[config.mk]
export PLATFORM = sky130hd
export DESIGN_NAME = cnn_output_mem_ctrl
export DESIGN_NICKNAME = d
export VERILOG_FILES = /design/src/rtl/cnn_output_ctrl_pkg.sv /design/src/rtl/cnn_output_drain_fifo.sv /design/src/rtl/cnn_output_mem_ctrl.sv
export SDC_FILE = /design/constraint.sdc
export NUM_CORES = 1
export LEC_CHECK = 0
export BUFFER_PORTS_ARGS = -buffer_cell sky130_fd_sc_hd__buf_2
export CAP_MARGIN = 20
export CORE_ASPECT_RATIO = 0.75
export CORE_MARGIN = 10
export CORE_UTILIZATION = 60
export DETAILED_ROUTE_END_ITERATION = 8
export PLACE_DENSITY = 0.87
export SLEW_MARGIN = 20
export SYNTH_ARGS = -nofsm -noshare
export SYNTH_HDL_FRONTEND = slang
export SYNTH_HIERARCHICAL = 1
export SYNTH_SLANG_ARGS = --single-unit
[constraint.sdc]
create_clock -name i_clock -period 5.75 [get_ports i_clock]
set_input_delay 0.8625 -clock i_clock [delete_from_list [all_inputs] [get_ports i_clock]]
set_output_delay 0.8625 -clock i_clock [all_outputs]
set_load 0.01 [all_outputs]
[src/rtl/cnn_output_ctrl_pkg.sv]
// Shared types and constants for the CNN output memory controller.
// Holds the sequencer state encoding and the drain FIFO sizing rule.
package cnn_output_ctrl_pkg;

    typedef enum logic [1:0] {
        IDLE  = 2'd0,
        WRITE = 2'd1,
        DRAIN = 2'd2,
        FLUSH = 2'd3
    } ctrl_state_t;

    localparam int DEF_CHANNEL_WIDTH = 7;
    localparam int DEF_ROW_WIDTH     = 2;
    localparam int DEF_COL_WIDTH     = 2;
    localparam int DEF_BRAM_DEPTH    = 1152;
    localparam int DEF_DATA_WIDTH    = 16;
    localparam int DEF_READ_LATENCY  = 2;

    // Room for every read in flight plus two words of slack for backpressure.
    function automatic int fifo_depth(input int read_latency);
        return read_latency + 2;
    endfunction

endpackage

[src/rtl/cnn_output_drain_fifo.sv]
// Show-ahead FIFO buffering BRAM read data toward the drain stream.
// The head word is visible whenever the count is non-zero.
module cnn_output_drain_fifo #(
    parameter int DATA_WIDTH  = 16,
    parameter int DEPTH       = 4,
    parameter int COUNT_WIDTH = $clog2(DEPTH + 1)
) (
    input  logic                   i_clock,
    input  logic                   i_reset,
    input  logic                   i_push,
    input  logic [DATA_WIDTH-1:0]  i_push_data,
    input  logic                   i_pop,
    output logic [DATA_WIDTH-1:0]  o_head,
    output logic [COUNT_WIDTH-1:0] o_count
);

    localparam int PW = (DEPTH > 1) ? $clog2(DEPTH) : 1;

    logic [DATA_WIDTH-1:0] mem [DEPTH];
    logic [PW-1:0]         wptr;
    logic [PW-1:0]         rptr;
    logic                  do_push;
    logic                  do_pop;

    function automatic logic [PW-1:0] nxt(input logic [PW-1:0] p);
        return (p == PW'(DEPTH - 1)) ? '0 : p + PW'(1);
    endfunction

    // Accept only what fits and release only what is held.
    always_comb begin
        do_push = i_push && (o_count != COUNT_WIDTH'(DEPTH));
        do_pop  = i_pop && (o_count != '0);
        o_head  = mem[rptr];
    end

    // Storage array, no reset needed since the count qualifies it.
    always_ff @(posedge i_clock) begin
        if (do_push) mem[wptr] <= i_push_data;
    end

    // Pointer and occupancy bookkeeping.
    always_ff @(posedge i_clock) begin
        if (i_reset) begin
            wptr    <= '0;
            rptr    <= '0;
            o_count <= '0;
        end else begin
            if (do_push) wptr <= nxt(wptr);
            if (do_pop)  rptr <= nxt(rptr);
            if (do_push && !do_pop)
                o_count <= o_count + COUNT_WIDTH'(1);
            else if (do_pop && !do_push)
                o_count <= o_count - COUNT_WIDTH'(1);
        end
    end

endmodule

[src/rtl/cnn_output_mem_ctrl.sv]
// Output feature BRAM sequencer: writes PE results in col/row/channel
// order, then drains an address range onto a credit-gated stream.
module cnn_output_mem_ctrl
    import cnn_output_ctrl_pkg::*;
#(
    parameter int OUTPUT_CHANNEL_WIDTH      = DEF_CHANNEL_WIDTH,
    parameter int OUTPUT_ROW_WIDTH          = DEF_ROW_WIDTH,
    parameter int OUTPUT_COL_WIDTH          = DEF_COL_WIDTH,
    parameter int OUTPUT_BRAM_DEPTH         = DEF_BRAM_DEPTH,
    parameter int OUTPUT_BRAM_ADDRESS_WIDTH = $clog2(OUTPUT_BRAM_DEPTH),
    parameter int DATA_WIDTH                = DEF_DATA_WIDTH,
    parameter int BRAM_READ_LATENCY         = DEF_READ_LATENCY
) (
    input  logic                                 i_clock,
    input  logic                                 i_reset,
    input  logic                                 i_start,
    input  logic [OUTPUT_CHANNEL_WIDTH-1:0]      i_start_channel,
    input  logic [OUTPUT_CHANNEL_WIDTH-1:0]      i_end_channel,
    input  logic [OUTPUT_ROW_WIDTH-1:0]          i_row_last,
    input  logic [OUTPUT_COL_WIDTH-1:0]          i_col_last,
    input  logic [OUTPUT_BRAM_ADDRESS_WIDTH-1:0] i_drain_last,
    input  logic                                 i_res_valid,
    output logic                                 o_res_ready,
    input  logic [DATA_WIDTH-1:0]                i_res_data,
    output logic                                 o_mem_enable,
    output logic                                 o_mem_wenable,
    output logic [DATA_WIDTH-1:0]                o_mem_wdata,
    output logic [OUTPUT_CHANNEL_WIDTH-1:0]      o_wr_channel,
    output logic [OUTPUT_ROW_WIDTH-1:0]          o_wr_row,
    output logic [OUTPUT_COL_WIDTH-1:0]          o_wr_col,
    output logic                                 o_mem_renable,
    output logic [OUTPUT_BRAM_ADDRESS_WIDTH-1:0] o_rd_address,
    input  logic [DATA_WIDTH-1:0]                i_mem_rdata,
    output logic                                 o_out_valid,
    input  logic                                 i_out_ready,
    output logic [DATA_WIDTH-1:0]                o_out_data,
    output logic                                 o_busy,
    output logic                                 o_done,
    output logic                                 o_cfg_error
);

    localparam int FIFO_DEPTH = fifo_depth(BRAM_READ_LATENCY);
    localparam int CW         = $clog2(FIFO_DEPTH + 1);
    localparam int LAT        = BRAM_READ_LATENCY;
    localparam int CHW        = OUTPUT_CHANNEL_WIDTH;
    localparam int RW         = OUTPUT_ROW_WIDTH;
    localparam int CLW        = OUTPUT_COL_WIDTH;
    localparam int AW         = OUTPUT_BRAM_ADDRESS_WIDTH;

    ctrl_state_t   state_q;
    ctrl_state_t   state_d;

    logic [CHW-1:0] end_ch_q;
    logic [RW-1:0]  row_last_q;
    logic [CLW-1:0] col_last_q;
    logic [AW-1:0]  drain_last_q;
    logic [CHW-1:0] ch_q;
    logic [RW-1:0]  row_q;
    logic [CLW-1:0] col_q;
    logic [AW-1:0]  rd_ptr_q;
    logic [LAT-1:0] pipe_q;

    logic [CW-1:0]         fifo_count;
    logic [DATA_WIDTH-1:0] fifo_head;
    logic [CW-1:0]         outstanding;
    logic [CW:0]           credit_used;
    logic                  credit_ok;
    logic                  cmd_ok;
    logic                  cmd_go;
    logic                  res_fire;
    logic                  last_beat;
    logic                  last_addr;
    logic                  issue;
    logic                  pop;
    logic                  flush_empty;

    // Handshake, credit and completion terms shared by FSM and datapath.
    always_comb begin
        cmd_ok    = i_end_channel >= i_start_channel;
        cmd_go    = (state_q == IDLE) && i_start && cmd_ok;
        res_fire  = (state_q == WRITE) && i_res_valid;
        last_beat = (ch_q == end_ch_q) && (row_q == row_last_q)
                  && (col_q == col_last_q);
        last_addr = rd_ptr_q == drain_last_q;
        outstanding = '0;
        for (int i = 0; i < LAT; i++)
            outstanding = outstanding + CW'(pipe_q[i]);
        credit_used = {1'b0, outstanding} + {1'b0, fifo_count};
        credit_ok   = credit_used < (CW + 1)'(FIFO_DEPTH);
        issue       = (state_q == DRAIN) && credit_ok;
        pop         = (fifo_count != '0) && i_out_ready;
        flush_empty = (pipe_q == '0)
                    && ((fifo_count == '0)
                        || ((fifo_count == CW'(1)) && pop));
    end

    // State register.
    always_ff @(posedge i_clock) begin
        if (i_reset) state_q <= IDLE;
        else         state_q <= state_d;
    end

    // Next-state selection.
    always_comb begin
        state_d = state_q;
        unique case (state_q)
            IDLE:  if (cmd_go) state_d = WRITE;
            WRITE: if (res_fire && last_beat) state_d = DRAIN;
            DRAIN: if (issue && last_addr) state_d = FLUSH;
            FLUSH: if (flush_empty) state_d = IDLE;
            default: state_d = IDLE;
        endcase
    end

    // State-decoded stream and read-port outputs.
    always_comb begin
        o_res_ready   = state_q == WRITE;
        o_busy        = state_q != IDLE;
        o_mem_renable = issue;
        o_rd_address  = issue ? rd_ptr_q : '0;
        o_out_valid   = fifo_count != '0;
        o_out_data    = o_out_valid ? fifo_head : '0;
    end

    // Command latch and col/row/channel write counters.
    always_ff @(posedge i_clock) begin
        if (i_reset) begin
            end_ch_q     <= '0;
            row_last_q   <= '0;
            col_last_q   <= '0;
            drain_last_q <= '0;
            ch_q         <= '0;
            row_q        <= '0;
            col_q        <= '0;
        end else if (cmd_go) begin
            end_ch_q     <= i_end_channel;
            row_last_q   <= i_row_last;
            col_last_q   <= i_col_last;
            drain_last_q <= i_drain_last;
            ch_q         <= i_start_channel;
            row_q        <= '0;
            col_q        <= '0;
        end else if (res_fire) begin
            if (col_q == col_last_q) begin
                col_q <= '0;
                if (row_q == row_last_q) begin
                    row_q <= '0;
                    ch_q  <= ch_q + CHW'(1);
                end else begin
                    row_q <= row_q + RW'(1);
                end
            end else begin
                col_q <= col_q + CLW'(1);
            end
        end
    end

    // Registered write port: beat and its coordinates one cycle later.
    always_ff @(posedge i_clock) begin
        if (i_reset) begin
            o_mem_enable  <= 1'b0;
            o_mem_wenable <= 1'b0;
            o_mem_wdata   <= '0;
            o_wr_channel  <= '0;
            o_wr_row      <= '0;
            o_wr_col      <= '0;
        end else begin
            o_mem_enable  <= res_fire;
            o_mem_wenable <= res_fire;
            if (res_fire) begin
                o_mem_wdata  <= i_res_data;
                o_wr_channel <= ch_q;
                o_wr_row     <= row_q;
                o_wr_col     <= col_q;
            end
        end
    end

    // Read pointer, latency tag pipe and status pulses.
    always_ff @(posedge i_clock) begin
        if (i_reset) begin
            rd_ptr_q    <= '0;
            pipe_q      <= '0;
            o_done      <= 1'b0;
            o_cfg_error <= 1'b0;
        end else begin
            if (cmd_go)
                rd_ptr_q <= '0;
            else if (issue && !last_addr)
                rd_ptr_q <= rd_ptr_q + AW'(1);
            pipe_q[0] <= issue;
            for (int i = 1; i < LAT; i++)
                pipe_q[i] <= pipe_q[i-1];
            o_done      <= (state_q == FLUSH) && flush_empty;
            o_cfg_error <= (state_q == IDLE) && i_start && !cmd_ok;
        end
    end

    cnn_output_drain_fifo #(
        .DATA_WIDTH  (DATA_WIDTH),
        .DEPTH       (FIFO_DEPTH),
        .COUNT_WIDTH (CW)
    ) u_fifo (
        .i_clock     (i_clock),
        .i_reset     (i_reset),
        .i_push      (pipe_q[LAT-1]),
        .i_push_data (i_mem_rdata),
        .i_pop       (pop),
        .o_head      (fifo_head),
        .o_count     (fifo_count)
    );

endmodule

# --- After elaboration in Yosys (flattened, before gate mapping) ---
# Memories as Yosys holds them, arrays and structs flattened. A register that Yosys moved wholly into a read port is not among the register bits.
# Index checks and enable logic that the tools add are counted.
totals:
  register_bits: 85
  output_inout_bits: 62
  wordCells: 105
  in_bits: 66
  mem_count: 1
  ramBits: 64
op_classes:
  n_reduce_logical: 36
  addsub: 10
  order_cmp: 2
  eq_ne: 15
  n_mux: 21
memory_table:
  columns: ["name", "depth", "width", "read_ports", "rd_clocked_by_memory_dff", "write_ports", "line_no", "source"]
  rows:
  - ["u_fifo.mem", 4, 16, 1, 1, 1, "cnn_output_drain_fifo.sv:19", "logic [DATA_WIDTH-1:0] mem [DEPTH];"]
ops:
  columns: ["cell", "n"]
  rows:
  - ["7-bit 2-to-1 mux", 4]
  - ["2-bit 2-to-1 mux", 10]
  - ["1-bit logical AND", 18]
  - ["16-bit 2-to-1 mux", 1]
  - ["11-bit by 1-bit adder with 11-bit output, second input constant", 1]
  - ["11-bit == test", 1]
  - ["11-bit 2-to-1 mux", 1]
  - ["2-bit nonzero test", 5]
  - ["2-bit by 1-bit adder with 2-bit output, second input constant", 4]
  - ["2-bit == test, second input constant", 4]
  - ["2-bit one-hot mux with 4 select lines", 1]
  - ["7-bit by 1-bit adder with 7-bit output, second input constant", 1]
  - ["7-bit == test", 1]
  - ["7-bit >= comparator", 1]
  - ["3-bit 2-to-1 mux", 2]
  - ["2-bit by 3-bit adder with 4-bit output", 1]
  - ["2-bit == test", 2]
  - ["1-bit zero test", 4]
  - ["2-bit zero test", 2]
  - ["4-bit by 3-bit < comparator with 1-bit output, second input constant", 1]
  - ["2-bit by 1-bit != test with 1-bit output, second input constant", 2]
  - ["2-bit != test, second input constant", 2]
  - ["4-bit AND reduction", 1]
  - ["3-bit by 1-bit adder with 3-bit output, second input constant", 1]
  - ["12 further kinds", 13]

# --- Logic depth before layout (Yosys ltp) ---
logic_depth:
  word_depth: 7
  mapped_depth: 9
  depth_no_buf: 9

# --- Modules after synthesis ---
# The synthesis kept the hierarchy.
by_module_without_submodules:
  columns: ["module", "area_per_inst_um2", "instances", "cells_per_inst", "seq_area_each_um2"]
  rows:
  - ["cnn_output_mem_ctrl", 3966.3, 1, 480, 1561.5]
  - ["cnn_output_drain_fifo", 2824.0, 1, 130, 2102.0]

# --- Worst setup path after synthesis ---
# Ideal clock, no wire load.
synth_timing:
  kind: "reg2reg"
  from: "reg u_fifo.o_count[0]"
  to: "reg u_fifo.o_count[2]"
  t_required_ns: 5.680
  t_arrival_ns: 2.417
  path_buffers: 0
  synth_period_minus_slack_ns: 2.488
  setup_ns: 0.070
  setup_slack_ns: 3.262
  path_stages_with_launch: 10
  cell_sequence: "dfxtp_1 nor3_1 nor2b_1 o31ai_4 ha_1 inv_1 fa_1 xor2_1 or3_1 a21oi_1"
synth_via:
  elab_chain_cells: 6
  word_cells_on_any_way: 14
  classes_between: "add/sub (2); eq/ne (1); mux (2); reduce/logical (9)"
synth_lines:
  columns: ["element", "line_no", "source"]
  rows:
  - ["start, declared", "cnn_output_drain_fifo.sv:14", "output logic [COUNT_WIDTH-1:0] o_count"]
  - ["start signal, assigned", "cnn_output_drain_fifo.sv:51", "o_count <= o_count + COUNT_WIDTH'(1);"]
  - ["start signal, assigned", "cnn_output_drain_fifo.sv:53", "o_count <= o_count - COUNT_WIDTH'(1);"]
  - ["3-bit nonzero test *", "cnn_output_mem_ctrl.sv:91", "pop = (fifo_count != '0) && i_out_ready;"]
  - ["1-bit logical AND *", "cnn_output_mem_ctrl.sv:91", null]
  - ["net pop", "cnn_output_mem_ctrl.sv:74", "logic pop;"]
  - ["1-bit logical AND *", "cnn_output_drain_fifo.sv:32", "do_pop = i_pop && (o_count != '0);"]
  - ["1-bit zero test", "cnn_output_drain_fifo.sv:50", "if (do_push && !do_pop)"]
  - ["1-bit logical AND", "cnn_output_drain_fifo.sv:50", null]
  - ["3-bit 2-to-1 mux / 2-bit nonzero test (equally long branches)", null, null]
# Mark *: on every way through the listed nets, which the timed path passes. The rest lies on a longest branch. The select of a mux whose other input is x is not followed.
# A chain may end at the register's enable or synchronous reset.

# --- Worst setup path after layout ---
layout_timing:
  from: "reg state_q[1]"
  to: "reg state_q[1]"
layout_via:
  elab_chain_cells: 5
  word_cells_on_any_way: 16
  classes_between: "eq/ne (7); mux (1); reduce/logical (8)"
layout_lines:
  columns: ["element", "line_no", "source"]
  rows:
  - ["start, declared", "cnn_output_mem_ctrl.sv:50", "ctrl_state_t state_q;"]
  - ["start signal, assigned", "cnn_output_mem_ctrl.sv:100", "else state_q <= state_d;"]
  - ["2-bit == test, or another cell as far along", "cnn_output_mem_ctrl.sv:90, cnn_output_mem_ctrl.sv:106", null]
  - ["1-bit logical AND (on tied branches)", "cnn_output_mem_ctrl.sv:90, cnn_output_mem_ctrl.sv:80, cnn_output_mem_ctrl.sv:81", null]
  - ["1-bit logical AND (on tied branches)", "cnn_output_mem_ctrl.sv:109, cnn_output_mem_ctrl.sv:80, cnn_output_mem_ctrl.sv:108", null]
  - ["2-bit by 1-bit != test with 1-bit output (no line) / 2-bit != test (equally long branches)", null, null]
  - ["4-bit AND reduction (no line)", null, null]
# Parallel ways exist; a longest one is shown, timed or not.

==> flow_summary_export.csv <==
group,metric,value,unit
status,status,"completed",
cts,cts_buffer_depth,2,
die,die_area,16020,µm²
layout,n_antenna_cell,0,
logic_synthesis,synth_flop_cell,"dfxtp_1",
timing,rsz0062_at_grt,"no",
timing,finClkSkew,0.005746,ns
power_and_ir_drop,p_per_area,352.2,nW/µm²
power_and_ir_drop,p_clk_share,36.6,%
power_and_ir_drop,cellInternalPower,1.933,mW
critical_path,worstSetupPathType,"reg2reg",
hold_path,min_from,"o_mem_wdata[6]$_SDFFE_PP0P_",
detailed_routing,drc,0,
critical_path,worstPathArrival,3.79,ns
detailed_routing,routed_wl,17040,µm
logic_synthesis,yosys-mux-area-fraction,7.334,%
logic_synthesis,synth_top_family_by_area,"simple AND/OR/NAND/NOR gates",
cts,clockRootBuffer,"clkbuf_16",
power_and_ir_drop,switching_share,31.27,%
placement,numPlacedInstances,844,
logic_synthesis,ys_seq_area_share,53.95,%
global_routing,grt_max_degree,74,
logic_synthesis,yosysWarnings,6,
timing,min_period,3.451,ns
cts,clkSlewWorstSetupHoldPaths,0.06,ns
timing,finalSetupTns,0,ns
logic_synthesis,synth-edff-count,64,
logic_synthesis,synthCells,610,
timing,fmax,0.2898,GHz
critical_path,critPathMaxFanout,29,
hold_path,hold_depth,2,
global_routing,grt_pass1_vias,5263,
logic_synthesis,ys_seq_elements,151,
timing,worst_pin_slew,1.009,ns
timing,period_share,60.02,%
critical_path,timing.rr.start,"state_q[1]$_SDFFE_PP0P_",
cts,post_cts_buffers,0,
power_and_ir_drop,seq_power_share,44.1,%
critical_path,cp-end-kind,"register",
layout,area_delta_synth_final,17.63,%
placement,place.gp.congestion,0.8924,
timing,finalHoldViolCount,0,
cts,cts_buffers,17,
power_and_ir_drop,switchingPower,0.8796,mW
cts,hold_buffers,0,
detailed_routing,vias,5165,
cts,clk-insertion-delay-late,0.43,ns
die,start_util,61.83,%
global_routing,overflow,0,
job,drv_cap,0,
die,coreArea,10980,µm²
critical_path,start_kind,"register",
placement,port_buffers,127,
power_and_ir_drop,p_comb_share,19.3,%
cts,cts-resized-gates,0,
critical_path,rrSetupSlack,2.30,ns
die,die_h,112.1,µm
detailed_routing,ant_nets,0,
detailed_routing,drt_iter0_markers,458,
critical_path,required,6.09,ns
logic_synthesis,synth_xor_area_share,4.385,%
logic_synthesis,synthArstFlopShare,0,%
hold_path,min_path_type,"reg2reg",
power_and_ir_drop,vdd_drop_max,0.2242,mV
global_routing,antenna_found_initial,0,
hold_path,holdPathEnd,"o_mem_wdata[6]$_SDFFE_PP0P_",
detailed_routing,via_per_inst,5.896,
logic_synthesis,synth_area_per_cell,11.13,µm²
die,ios,128,
layout,drive_gt1_share,26.09,%
logic_synthesis,synthSimpleGateAreaFrac,14.67,%
logic_synthesis,ys_types,62,
placement,post-dp-hpwl,11370,µm
global_routing,grt_usage,21.62,%
logic_synthesis,netlist_area,6790,µm²
logic_synthesis,synth_compound_area_share,11.28,%
logic_synthesis,synth-adder-area-share,4.164,%
power_and_ir_drop,leakage,3.220,nW
detailed_routing,dr.pass1.iters,5,
critical_path,r2r.worst_path.cells,7,
cts,cts_num_sinks,151,
layout,stdcell_count,876,
die,rows,33,
critical_path,r2r-end,"state_q[1]$_SDFFE_PP0P_",
die,chipWidth,142.8,µm
timing,drv_slew,0,
detailed_routing,drt-wirelength-per-cell,19.45,µm
timing,slew-limit-headroom,32.64,%
cts,cts_tree,"done",
global_routing,grt_pass1_wl,27460,µm
logic_synthesis,syn_nets,698,
layout,nNetsFinal,811,
timing,finalSetupViolCount,0,
power_and_ir_drop,power,2.813,mW
cts,htreeDepth,4,
## cells in the mapped netlist, types with 10 or more instances
cell type	instances	share of area, %
dfxtp_1	87	26
nand2_1	67	3.7
edfxtp_1	64	28
a21oi_1	60	4.4
xor2_1	31	4.0
nand3_1	26	1.9
o21ai_0	25	1.8
inv_1	23	1.3
ha_1	21	3.9
clkbuf_1	20	1.1
nor2b_1	19	1.8
and2_1	16	1.5
nor2_1	14	0.77
nor3_1	12	0.88
mux2i_1	10	1.5
mux4_2	10	3.3
## cell families (layout without fill, tap and decap cells)
family / after synthesis / count (layout)
compound gates: 122 / 122
xor+xnor: 34 / 34
fa+ha+maj: 22 / 22
buf+inv: 62 / 188
flops: 151 / 151
mux: 27 / 27
simple gates: 192 / 192
## worst max-delay path, stage by stage (launching register included)
cell       delay [ns]
dfxtp_1          0.35
inv_1            0.12
ha_1             0.23
nand2_1          0.60
nor3_2           0.93
a41oi_1          0.41
a2111oi_4        0.43
mux2i_1          0.28
## worst max-delay path by stage
stage                                              start                        endpoint  slack, ns
final                            state_q[1]$_SDFFE_PP0P_         state_q[1]$_SDFFE_PP0P_       2.30
after global routing             state_q[1]$_SDFFE_PP0P_         state_q[1]$_SDFFE_PP0P_       1.93
after CTS                        state_q[1]$_SDFFE_PP0P_         state_q[1]$_SDFFE_PP0P_       2.34
after detailed placement                     i_res_valid         state_q[1]$_SDFFE_PP0P_       2.14
after global placement                i_start_channel[0]           row_q[1]$_SDFFE_PP0P_       2.34
after floorplan           u_fifo/o_count[0]$_SDFFE_PP0P_  u_fifo/o_count[2]$_SDFFE_PP0P_       3.26
## state kept, by name (all words and copies together) (netlist names), named ones only
register and cells:
u_fifo/wptr 2, row_last_q 2, drain_last_q 11, o_wr_channel 7, ch_q 7, o_done 1
o_cfg_error 1, u_fifo/rptr 2, pipe_q 2, row_q 2, rd_ptr_q 11, col_last_q 2
o_wr_col 2, o_mem_wdata 16, end_ch_q 7, o_mem_wenable 1, col_q 2, u_fifo/o_count 3
u_fifo/mem 64, state_q 2, o_wr_row 2
## layer usage
metal  GRT usage (%)  vias to the layer above  wire, µm
met3           7.077                       39      1429
met4           7.545                        0       373
met5               0                        -         0
met2           36.57                      236      8524
met1           25.30                     2470      6712
li1                -                     2420         -
## metrics by stage
| step | setup slack [ns] | cell area, µm² | hold slack (ns) | utilization [%] |
|---|---|---|---|---|
| final | 2.299 | 7988 | 0.4547 | 72.73 |
| after global routing | 1.930 | 7988 | 0.4736 | 72.73 |
| after CTS | 2.336 | 7988 | 0.4557 | 72.73 |
| after detailed placement | 2.141 | 7447 | 0.4472 | 67.81 |
| after global placement | 2.345 | 7447 | 0.4406 | 67.81 |
| after floorplan | 3.262 | 6790 | 0.4634 | - |
## cell usage in the layout (no fill, tap or decap), drive strengths merged, types with 13 or more instances in the layout
master and n:
dfxtp 87, mux4 16, clkbuf 18, nor2 15
nand3 26, and2 17, ha 21, o21ai 27
xor2 31, nor3 13, a21oi 62, edfxtp 64
inv 32, nand2 67, buf 132, nor2b 19
## power by group through the flow
stage | combinational [mW] | clock (mW) | sequential (mW)
floorplan | 0.371 | 0 | 1.25
global placement | 0.498 | 0 | 1.25
detailed placement | 0.524 | 0 | 1.26
CTS | 0.536 | 1.04 | 1.24
global route | 0.602 | 1.08 | 1.25
finish | 0.543 | 1.03 | 1.24
## layout make-up
class / instances / area (µm²)
flip-flops and latches: 151 / 3664
fillers: 734 / 2995
multi-input cells: 397 / 2845
repair buffers: 132 / 673.1
clock buffers: 18 / 429.2
well taps: 140 / 175.2
clock inverters: 14 / 111.4
inverters: 24 / 90.09
(Power assumes the default switching activity.)
